$ cat src/rtl/nvl2_timer.sv
// nvl2_timer: MM:SS BCD cooking timer with keypad entry.
// Keypad digits shift in from the right while the magnetron is off. While
// mag_on is high and the time is nonzero, the time counts down one second
// every TICKS_PER_SEC clocks. timer_done is a pure decode of the digits, so
// the downstream magnetron control sees 00:00 in the same cycle it appears.
module nvl2_timer #(
  parameter int TICKS_PER_SEC = 100
) (
  input  logic       clk,
  input  logic       reset,
  input  logic       clearn,
  input  logic       mag_on,
  input  logic       key_valid,
  input  logic [3:0] key_digit,
  output logic [3:0] min_tens,
  output logic [3:0] min_ones,
  output logic [3:0] sec_tens,
  output logic [3:0] sec_ones,
  output logic       timer_done,
  output logic       tick
);

  localparam int PW = (TICKS_PER_SEC > 2) ? $clog2(TICKS_PER_SEC) : 1;
  localparam logic [PW-1:0] PRE_MAX = PW'(TICKS_PER_SEC - 1);

  // Operating mode is decoded from the digits and mag_on; it is never stored.
  typedef enum logic [1:0] {
    ST_EMPTY,
    ST_SET,
    ST_RUN
  } tmr_state_e;

  tmr_state_e state;

  logic [3:0]    min_tens_q, min_ones_q, sec_tens_q, sec_ones_q;
  logic [3:0]    min_tens_d, min_ones_d, sec_tens_d, sec_ones_d;
  logic [3:0]    dec_mt, dec_mo, dec_st, dec_so;
  logic [PW-1:0] pre_q, pre_d;
  logic          tick_q, tick_d;
  logic          is_zero;
  logic          key_accept;

  assign is_zero    = (min_tens_q == 4'd0) && (min_ones_q == 4'd0) &&
                      (sec_tens_q == 4'd0) && (sec_ones_q == 4'd0);
  assign key_accept = !mag_on && key_valid && (key_digit <= 4'd9);

  // Decode the derived operating mode.
  always_comb begin
    if (is_zero)     state = ST_EMPTY;
    else if (mag_on) state = ST_RUN;
    else             state = ST_SET;
  end

  // One-second BCD decrement with borrow chain. Seconds tens reload 5 on a
  // borrow, so entered values 60-99 in the seconds field count as plain
  // seconds until the first minute borrow. Only used when the time is nonzero.
  always_comb begin
    // NOTE: every output of a combinational block gets a default first so no
    // path leaves it unassigned; otherwise a latch is inferred.
    dec_mt = min_tens_q;
    dec_mo = min_ones_q;
    dec_st = sec_tens_q;
    dec_so = sec_ones_q;
    if (sec_ones_q != 4'd0) begin
      dec_so = sec_ones_q - 4'd1;
    end else begin
      dec_so = 4'd9;
      if (sec_tens_q != 4'd0) begin
        dec_st = sec_tens_q - 4'd1;
      end else begin
        dec_st = 4'd5;
        if (min_ones_q != 4'd0) begin
          dec_mo = min_ones_q - 4'd1;
        end else begin
          dec_mo = 4'd9;
          dec_mt = min_tens_q - 4'd1;
        end
      end
    end
  end

  // Next-state selection in priority order: clear, run, key entry, hold.
  always_comb begin
    min_tens_d = min_tens_q;
    min_ones_d = min_ones_q;
    sec_tens_d = sec_tens_q;
    sec_ones_d = sec_ones_q;
    pre_d      = pre_q;
    tick_d     = 1'b0;
    if (!clearn) begin
      min_tens_d = 4'd0;
      min_ones_d = 4'd0;
      sec_tens_d = 4'd0;
      sec_ones_d = 4'd0;
      pre_d      = '0;
    end else if (state == ST_RUN) begin
      if (pre_q == PRE_MAX) begin
        pre_d      = '0;
        min_tens_d = dec_mt;
        min_ones_d = dec_mo;
        sec_tens_d = dec_st;
        sec_ones_d = dec_so;
        tick_d     = 1'b1;
      end else begin
        pre_d = pre_q + PW'(1);
      end
    end else if (key_accept) begin
      min_tens_d = min_ones_q;
      min_ones_d = sec_tens_q;
      sec_tens_d = sec_ones_q;
      sec_ones_d = key_digit;
      pre_d      = '0;
    end
  end

  // State registers with synchronous active-high reset.
  always_ff @(posedge clk) begin
    // NOTE: sequential state uses non-blocking assignments so every register
    // samples the pre-edge values, independent of statement order.
    if (reset) begin
      min_tens_q <= 4'd0;
      min_ones_q <= 4'd0;
      sec_tens_q <= 4'd0;
      sec_ones_q <= 4'd0;
      pre_q      <= '0;
      tick_q     <= 1'b0;
    end else begin
      min_tens_q <= min_tens_d;
      min_ones_q <= min_ones_d;
      sec_tens_q <= sec_tens_d;
      sec_ones_q <= sec_ones_d;
      pre_q      <= pre_d;
      tick_q     <= tick_d;
    end
  end

  assign min_tens   = min_tens_q;
  assign min_ones   = min_ones_q;
  assign sec_tens   = sec_tens_q;
  assign sec_ones   = sec_ones_q;
  assign timer_done = is_zero;
  assign tick       = tick_q;

endmodule

$ cat config.mk
export PLATFORM = sky130hd
export DESIGN_NAME = nvl2_timer
export DESIGN_NICKNAME = d
export VERILOG_FILES = /design/src/rtl/nvl2_timer.sv
export SDC_FILE = /design/constraint.sdc
export NUM_CORES = 1
export LEC_CHECK = 0
export CORE_ASPECT_RATIO = 1.75
export CORE_UTILIZATION = 70
export CTS_BUF_LIST = sky130_fd_sc_hd__clkbuf_4 sky130_fd_sc_hd__clkbuf_8
export CTS_CLUSTER_DIAMETER = 200
export DETAILED_ROUTE_END_ITERATION = 10
export DONT_BUFFER_PORTS = 1
export MAX_ROUTING_LAYER = met4
export PLACE_DENSITY = 0.86
export RECOVER_POWER = 100
export SLEW_MARGIN = 20
export SYNTH_ARGS = -nofsm -noshare
export SYNTH_HDL_FRONTEND = slang
export SYNTH_SLANG_ARGS = --single-unit
$ cat constraint.sdc
create_clock -name clk -period 4.2 [get_ports clk]
set_clock_uncertainty 0.15 [all_clocks]
set_input_delay 0.84 -clock clk [delete_from_list [all_inputs] [get_ports clk]]
set_output_delay 0.84 -clock clk [all_outputs]
set_load 0.03 [all_outputs]
; After elaboration in Yosys (flattened, before gate mapping)
; Cells that the tools add are included.
; W data, S select, Z words.
[word_totals]
in_bits = 9
mem_count = 0
register_bits = 24
mem_bits_ro = 0
output_inout_bits = 18
mem_bits_rw = 0
word_cells = 67
latchBits = 0
[op_classes]
mul = 0
n_lt_le_gt_ge = 1
bitwise = 2
n_reduce_logical = 20
shifts = 0
muxes = 27
n_div = 0
n_eq_ne = 6
addsub = 5
[op_table]
columns = cell, count
row1 = $mux W4, 21
row2 = $mux W7, 3
row3 = $logic_not A4 Y1, 4
row4 = $sub A4 B1 Y4 const B, 4
row5 = $reduce_bool A4 Y1, 3
row6 = $add A7 B1 Y7 const B, 1
row7 = $eq A7 B7 Y1 const B, 1
row8 = $ne A2 B2 Y1 const B, 3
row9 = $logic_and A1 B1 Y1, 5
row10 = $reduce_and A5 Y1, 1
row11 = $le A4 B4 Y1 const B, 1
row12 = $mux W2, 2
row13 = $reduce_and A4 Y1, 1
row14 = $reduce_and A3 Y1, 1
row15 = $reduce_or A3 Y1, 1
row16 = $eq A2 B2 Y1 const B, 1
row17 = $ne A2 B1 Y1 const B, 1
row18 = $not A1 Y1, 2
row19 = $reduce_and A2 Y1, 1
row20 = $reduce_bool A2 Y1, 1
row21 = $reduce_or A2 Y1, 1
row22 = $logic_not A1 Y1, 1
row23 = $mux W1, 1

; Longest topological paths before layout
; Gate-level depths: netlist of run 1.
[logic_depth]
word_depth = 8
mapped_depth = 8

; Worst setup path after synthesis of run 1
; Ideal clock, no wire load.
[synth_path]
path_type = register to output
from = register min_tens_q[0], in the netlist min_tens[0]
to = output port timer_done
required_time_ns = 3.210
arrival_time_ns = 1.617
stages_incl_launch_ff = 6
path_slack_ns = 1.593
path_cell_list = dfxtp_1 inv_1 ha_1 nor3b_2 nand2_2 nor2_1
[synth_between]
elab_chain_len = 4
[synth_lines]
columns = element, line
row1 = "start, declared", 35  ; logic [3:0] min_tens_q, min_ones_q, sec_tens_q, sec_ones_q;
row2 = "start signal, assigned", 128  ; min_tens_q <= min_tens_d;
row3 = $logic_not A4 Y1, 43  ; assign is_zero = (min_tens_q == 4'd0) && (min_ones_q == 4'd0) &&
row4 = $logic_and A1 B1 Y1 (2 in a row), 43
row5 = $logic_and A1 B1 Y1, 44  ; (sec_tens_q == 4'd0) && (sec_ones_q == 4'd0);
row6 = "end, declared", 19  ; output logic timer_done,
; No other way between the ends.

; Final worst setup path of run 1
; Ends and elaborated chain as after synthesis.

==> summary.md, run 1 <==
| Metric | Value |
|---|---|
| Max Slew Vio Count | 0 |
| Status | finished, final reports clean |
| Post-synth ARST share | 0% |
| Postcts setup bufs | 0 |
| Core area | 2150 µm² |
| Post-synthesis simple-gate area fraction | 29.3% |
| Iteration-0 DRC count of the detailed router | 66 |
| Worst Tran Pin Value | 1.24 ns |
| Initial Util | 75.1% |
| Hold Path Class | reg -> reg |
| Main synth FF type | dfxtp_1 |
| Main combinational cell family by area after synthesis | compound AO/OA/AOI/OAI gates |
| Clk buf depth | 2 |
| Share of cells above drive strength 1 | 12.6% |
| Worst setup margin | 0.843 ns |
| Fin Setup TNS | 0 ns |
| Endpoints failing setup | 0 |
| Cell Count, Final, Fillers Out | 207 |
| Drt total wl | 3.73 mm |
| Post-Synth XOR/XNOR Area | 1.09% |
| Post-synthesis compound-gate area fraction | 29.6% |
| Post-Syn Area | 1610 µm² |
| Total die area | 2510 µm² |
| Post-Synth Adder-Cell Area | 1.55% |
| Pwr dens | 267 nW/µm² |
| H-Tree Depth | 1 |
| DRC Markers | 0 |
| CP Max Fanout | 5 |
| GRT Total Usage | 33.1% |
| Cell accounting for the most synthesized area | dfxtp_1 |
| Number of global-route vias before repair | 1312 |
| Tmin final | 3.36 ns |
| Fin area | 1560 µm² |
| Endpoint type of the worst setup path | primary output |
| Syn Inst Count | 188 |
| Yosys reg bits | 24 |
| Cts repair resizes | 0 |
| Max_cap viols | 0 |
| I/O Buffers | 0 |
| Drt pass-1 iters | 4 |
| WL/cell | 18.0 µm |
| Row count | 22 |
| Routed Antenna Nets | 0 |
| Cell area after placement | 1570 µm² |
| Fin crit share | 79.9% |
| CP arrival | 2.37 ns |
| Max-slew headroom | 16.5% |
| DP Cell Count | 203 |
| CTS sink cnt | 24 |
| Register area share after synthesis | 29.8% |
| Setup crit start kind | register |
| Post-synth EDFFs | 0 |
| Gr ovfl total | 0 |
| TritonCTS clock tree | yes |
| First-pass GRT wire length | 5.76 mm |
| Ant. Diodes | 0 |
| Reg clk slew, reported paths | 0.13 ns |
| Area share of the largest cell type after synthesis | 29.8% |
| Distinct cell type count after synthesis | 60 |
| Vias | 1459 |
| Synthesized net count | 199 |
| Ranking of synthesized cells by area | dfxtp_1 30%, nand2_1 4.7%, a21oi_1 4.3% |
| Die W | 38.3 µm |
| Leak pwr | 0.549 nW |
| VDD IR max | 0.234 mV |
| RSZ-0062 raised after global routing | false |
| Most frequent cell after synthesis | dfxtp_1 |
| Setup Crit Path Kind | reg -> out |
| Crit path required time | 3.21 ns |
| P&R area growth vs syn | -3.10% |
| Final #Nets | 195 |
| Worst-skew pair later-pin latency | 0.33 ns |
| DIE HEIGHT | 65.5 µm |
| Hold_buf cts | 0 |
| Synth Area per Inst | 8.58 µm² |
| Initial antenna violation count | 0 |
| Largest net degree at the start of global routing | 20 |
| Syn. warnings | 0 |
| GPL Wtd Cong | 0.966 |
| Mux share of post-synthesis cell area | 1.94% |
| DP HPWL | 2.67 mm |
| CTS Buf Count | 3 |
| Routed vias/inst | 7.05 |
| Synth cell count leaders | 24 x dfxtp_1, 20 x nand2_1, 14 x a21oi_1 |
| Root buf cell | clkbuf_4 |
| Hold Fails Final Rpt | 0 |
| Setup WS pre-CTS | 1.46 ns |
| Peak Freq | 298 MHz |
| I/O pin cnt | 27 |
## cell usage in the layout, fill, tap and decap left out, drive strengths merged, types with 2 or more instances in the layout
cell	count
nor3	10
nor4	3
and2	4
or3	2
nand3	9
nand2b	3
o31ai	3
a41o	2
a21oi	16
ha	2
o22ai	3
a211oi	2
nor4b	2
mux2i	2
clkbuf	4
xor2	2
and2b	2
a221o	2
nand2	22
a2bb2oi	3
o2111ai	2
o21ai	14
dfxtp	24
inv	6
nor2	12
a221oi	2
o211ai	3
a22o	2
## worst paths after layout
kind	from	endpoint	slack, ns	cells after the start
min reg2reg	pre_q[0]	pre_q[0]	0.37	2
max reg2reg	min_tens[0]	pre_q[4]	0.85	7
max	min_tens[0]	timer_done	0.84	5
min	pre_q[0]	pre_q[0]	0.37	2
## cell type report
cell class / instances / area [µm²]
Clock buffer: 4 / 36.3
Multi-Input combinational cell: 148 / 986
Fill cell: 177 / 584
Timing Repair Buffer: 1 / 7.51
Sequential cell: 24 / 480
Inverter: 6 / 22.5
Tap cell: 24 / 30.0
## flip-flops by register name, indices dropped and copies added (netlist names)
signal	count
min_ones	4
pre_q	7
sec_tens	4
min_tens	4
sec_ones	4
tick	1
## report_power, final
| group | total, mW | internal, mW | switching (mW) |
|---|---|---|---|
| Sequential | 0.236 | 0.229 | 0.00650 |
| Combinational | 0.0551 | 0.0181 | 0.0371 |
| Clock | 0.127 | 0.0532 | 0.0735 |
| Total | 0.418 | 0.301 | 0.117 |
## metal layers
metal | GRT usage, % | wire (µm) | up-vias
met5 | - | 0 | -
met4 | 20.1 | 115 | 0
met3 | 5.07 | 180 | 14
met2 | 51.1 | 1900 | 57
met1 | 39.0 | 1540 | 686
li1 | - | - | 702
## logic make-up (layout without fill, tap and decap cells)
family | count (synthesis) | count (layout)
and+or+nand+nor | 77 | 77
AOI/OAI and AO/OA | 64 | 64
DFF | 24 | 24
buffers and inverters | 16 | 11
muxes | 3 | 3
adders and majority gates | 2 | 2
xor gates and xnor gates | 2 | 2
## worst max-delay path, stage by stage (launching register included)
cell and delay (ns):
dfxtp_1 0.44, inv_1 0.15, ha_1 0.20, nor3b_1 0.56, nand2_2 0.17, nor2_1 0.52
## through the flow
stage                     util, %  hold slack (ns)  total power [mW]
after floorplan                 -            0.308             0.295
after global placement       72.9            0.325             0.297
after detailed placement     72.9            0.344             0.299
after CTS                    74.6            0.364             0.424
after global routing         72.8            0.403             0.434
final                        72.8            0.367             0.418
Power figures use the tool's default switching activity.
==> run 2, diff against run 1 <==
ABC_AREA = 1   (was not set)
CORE_UTILIZATION = 59   (was 70)
PLACE_DENSITY = 0.78   (was 0.86)
clock period = 2.7 ns   (was 4.2 ns; I/O delays follow)
==> run 2 against run 1 <==
  * Setup slack got worse by 0.54 ns
  * Die area increased by 16%
  * Cell area increased by 4.9%
  * Combinational power increased to 19 times the previous value
  * Sequential share of layout area decreased by 1.4 points
  * Synthesized cell count increased by 32%
  * Sequential power increased by 98%
  * Clock power increased by 65%
  * Critical path depth increased by 1
  * Count of clock-buffer cells in the layout decreased by 1
  * First-iteration DRC count decreased by 53%
  * Power increased to 4.1 times the previous value
  * Critical path type unchanged
  * Critical endpoint unchanged
==> summary.md, run 2 <==
| Metric | Value |
|---|---|
| Status | finished, final reports clean |
| DIE HEIGHT | 70.5 µm |
| Reg with most FFs | pre_q |
| Iteration-0 DRC count of the detailed router | 31 |
| Hold_sp | mag_on |
| I/O Buffers | 0 |
| Syn Inst Count | 248 |
| Yosys reg bits | 24 |
| WL/cell | 12.4 µm |
| GRT Total Usage | 28.5% |
| Max Slew Vio Count | 0 |
| Total die area | 2900 µm² |
| Drt total wl | 3.53 mm |
| Hold Fails Final Rpt | 0 |
| Setup Crit Path Kind | reg -> out |
| Root buf cell | clkbuf_8 |
| CTS Buf Count | 3 |
| TritonCTS clock tree | yes |
| Syn. warnings | 0 |
| VDD IR max | 0.723 mV |
| Core area | 2520 µm² |
| Pwr dens | 1040 nW/µm² |
| Largest net degree at the start of global routing | 24 |
| Worst Tran Pin Value | 0.669 ns |
| I/O pin cnt | 27 |
| Routed vias/inst | 5.37 |
| GPL Wtd Cong | 0.860 |
| Clk buf depth | 2 |
| Sequential share of power | 27.4% |
| Worst setup margin | 0.306 ns |
| Hold_buf cts | 0 |
| Fin Setup TNS | 0 ns |
| Hold Path Class | in -> reg |
| DRC Markers | 0 |
| Fill count | 263 |
| Drt pass-1 iters | 4 |
| Postcts setup bufs | 0 |
| Register area share after synthesis | 30.4% |
| CP arrival | 1.70 ns |
| Most frequent cells in the layout | 67 x nand2_1, 39 x nor2_1, 29 x inv_1, 24 x dfxtp_1, 20 x o21ai_0 |
| Post-synth ARST share | 0% |
| Final #Nets | 271 |
| Tmin final | 2.39 ns |
| Synthesized net count | 259 |
| CTS sink cnt | 24 |
| Main synth FF type | dfxtp_1 |
| Register area | 480 µm² |
| Synth Area per Inst | 6.38 µm² |
| Max_cap viols | 0 |
| Fin crit share | 88.7% |
| DP HPWL | 2.75 mm |
| Post-Syn Area | 1580 µm² |
| Leak pwr | 0.742 nW |
| Clock power frac | 12.3% |
| Number of global-route vias before repair | 1431 |
| CP Max Fanout | 9 |
| Post-synth EDFFs | 0 |
| Peak Freq | 418 MHz |
| Flip-flop count of the largest register after layout | 7 |
| Routed Antenna Nets | 0 |
| Crit path required time | 2.01 ns |
| Die W | 41.2 µm |
| Area share of the largest cell type after synthesis | 30.4% |
| Ant. Diodes | 0 |
| Setup crit start kind | register |
| Most frequent cell after synthesis | nand2_1 |
| H-Tree Depth | 1 |
| Synth cell count leaders | 66 x nand2_1, 39 x nor2_1, 29 x inv_1 |
| Reg-to-reg critical path startpoint | sec_ones[0] |
| Initial Util | 62.7% |
| Cell accounting for the most synthesized area | dfxtp_1 |
| RSZ-0062 raised after global routing | false |
| First-pass GRT wire length | 5.80 mm |
| Footprint of the multi-input gates | 918 µm² |
| P&R area growth vs syn | 3.56% |
| Reg clk slew, reported paths | 0.08 ns |
| R2R Path End | min_tens[3] |
| Ranking of synthesized cells by area | dfxtp_1 30%, nand2_1 16%, nor2_1 9.2% |
| WHS Endpoint | tick |
| Combinational power share | 60.3% |
| Cts repair resizes | 0 |
| Max-slew headroom | 55.4% |
| Endpoints failing setup | 0 |
| Sw Share | 53.3% |
| Gr ovfl total | 0 |
| Initial antenna violation count | 0 |
| Vias | 1526 |
| Setup WS pre-CTS | 0.505 ns |
| Worst reg-to-reg setup slack | 0.37 ns |
| Commonest non-fill, non-tap cell in the layout | nand2_1 |
| Worst-skew pair later-pin latency | 0.27 ns |
| Internal Power | 797 µW |
| Worst r2r path cells | 10 |
| Critical Path Source | sec_ones[0] |
| Share of cells above drive strength 1 | 8.14% |
| Distinct cell type count after synthesis | 31 |
| NetSw | 909 µW |
| Layout Utilization | 65.0% |
| Row count | 24 |
| Endpoint type of the worst setup path | primary output |
| Hold depth | 2 |
[run 2: area by class of cell]
cell class / count / share of cell area (%)
tap: 26 / 1.98
inverter: 31 / 7.18
clock buffer: 3 / 2.52
timing repair buffer: 12 / 2.98
multi-input combinational: 188 / 56.0
sequential: 24 / 29.3
[run 2: logic make-up (layout without fill, tap and decap cells)]
group | after synthesis | after routing | share of synthesized area (%)
simple gates | 140 | 140 | 40.9
flops | 24 | 24 | 30.4
fa+ha+maj | 2 | 2 | 1.58
buf+inv | 36 | 46 | 10.4
xor+xnor | 2 | 2 | 1.11
compound gates | 44 | 44 | 15.7
[run 2: per-stage QoR]
step           area, µm²  power (mW)  cells  hold WS [ns]
2_1_floorplan       1580        1.43    248         0.297
3_3_place_gp        1660        1.56    281         0.316
3_5_place_dp        1660        1.57    281         0.321
4_1_cts             1700        1.78    284         0.310
5_1_grt             1640        1.85    284         0.338
6_report            1640        1.71    284         0.316
[run 2: how the worst max path moves through the flow]
stage,endpoint,slack [ns]
floorplan,timer_done,0.75
global placement,min_ones[0],0.56
detailed placement,min_ones[0],0.51
CTS,timer_done,0.38
global route,min_tens[3],0.16
finish,timer_done,0.31
[run 2: critical path: stages, from the launching register on]
cell and delay (ns):
dfxtp_1 0.30, clkbuf_1 0.30, nor2_2 0.29, nand2_4 0.10
nor2_4 0.11, nand2_4 0.10, inv_1 0.24
[run 2: power by group through the flow]
stage	logic, mW	clock network [mW]	registers, mW
detailed placement	1.09	0	0.477
CTS	1.09	0.214	0.469
global route	1.16	0.223	0.472
finish	1.03	0.209	0.468
global placement	1.08	0	0.476
floorplan	0.897	0	0.535
[run 2: layer usage]
layer	vias up	part of all wire (%)	track usage, %
met5	-	0	-
met4	0	2.7	10.8
met3	11	3.3	4.76
met2	23	55	49.5
met1	682	39	29.3
li1	810	-	-
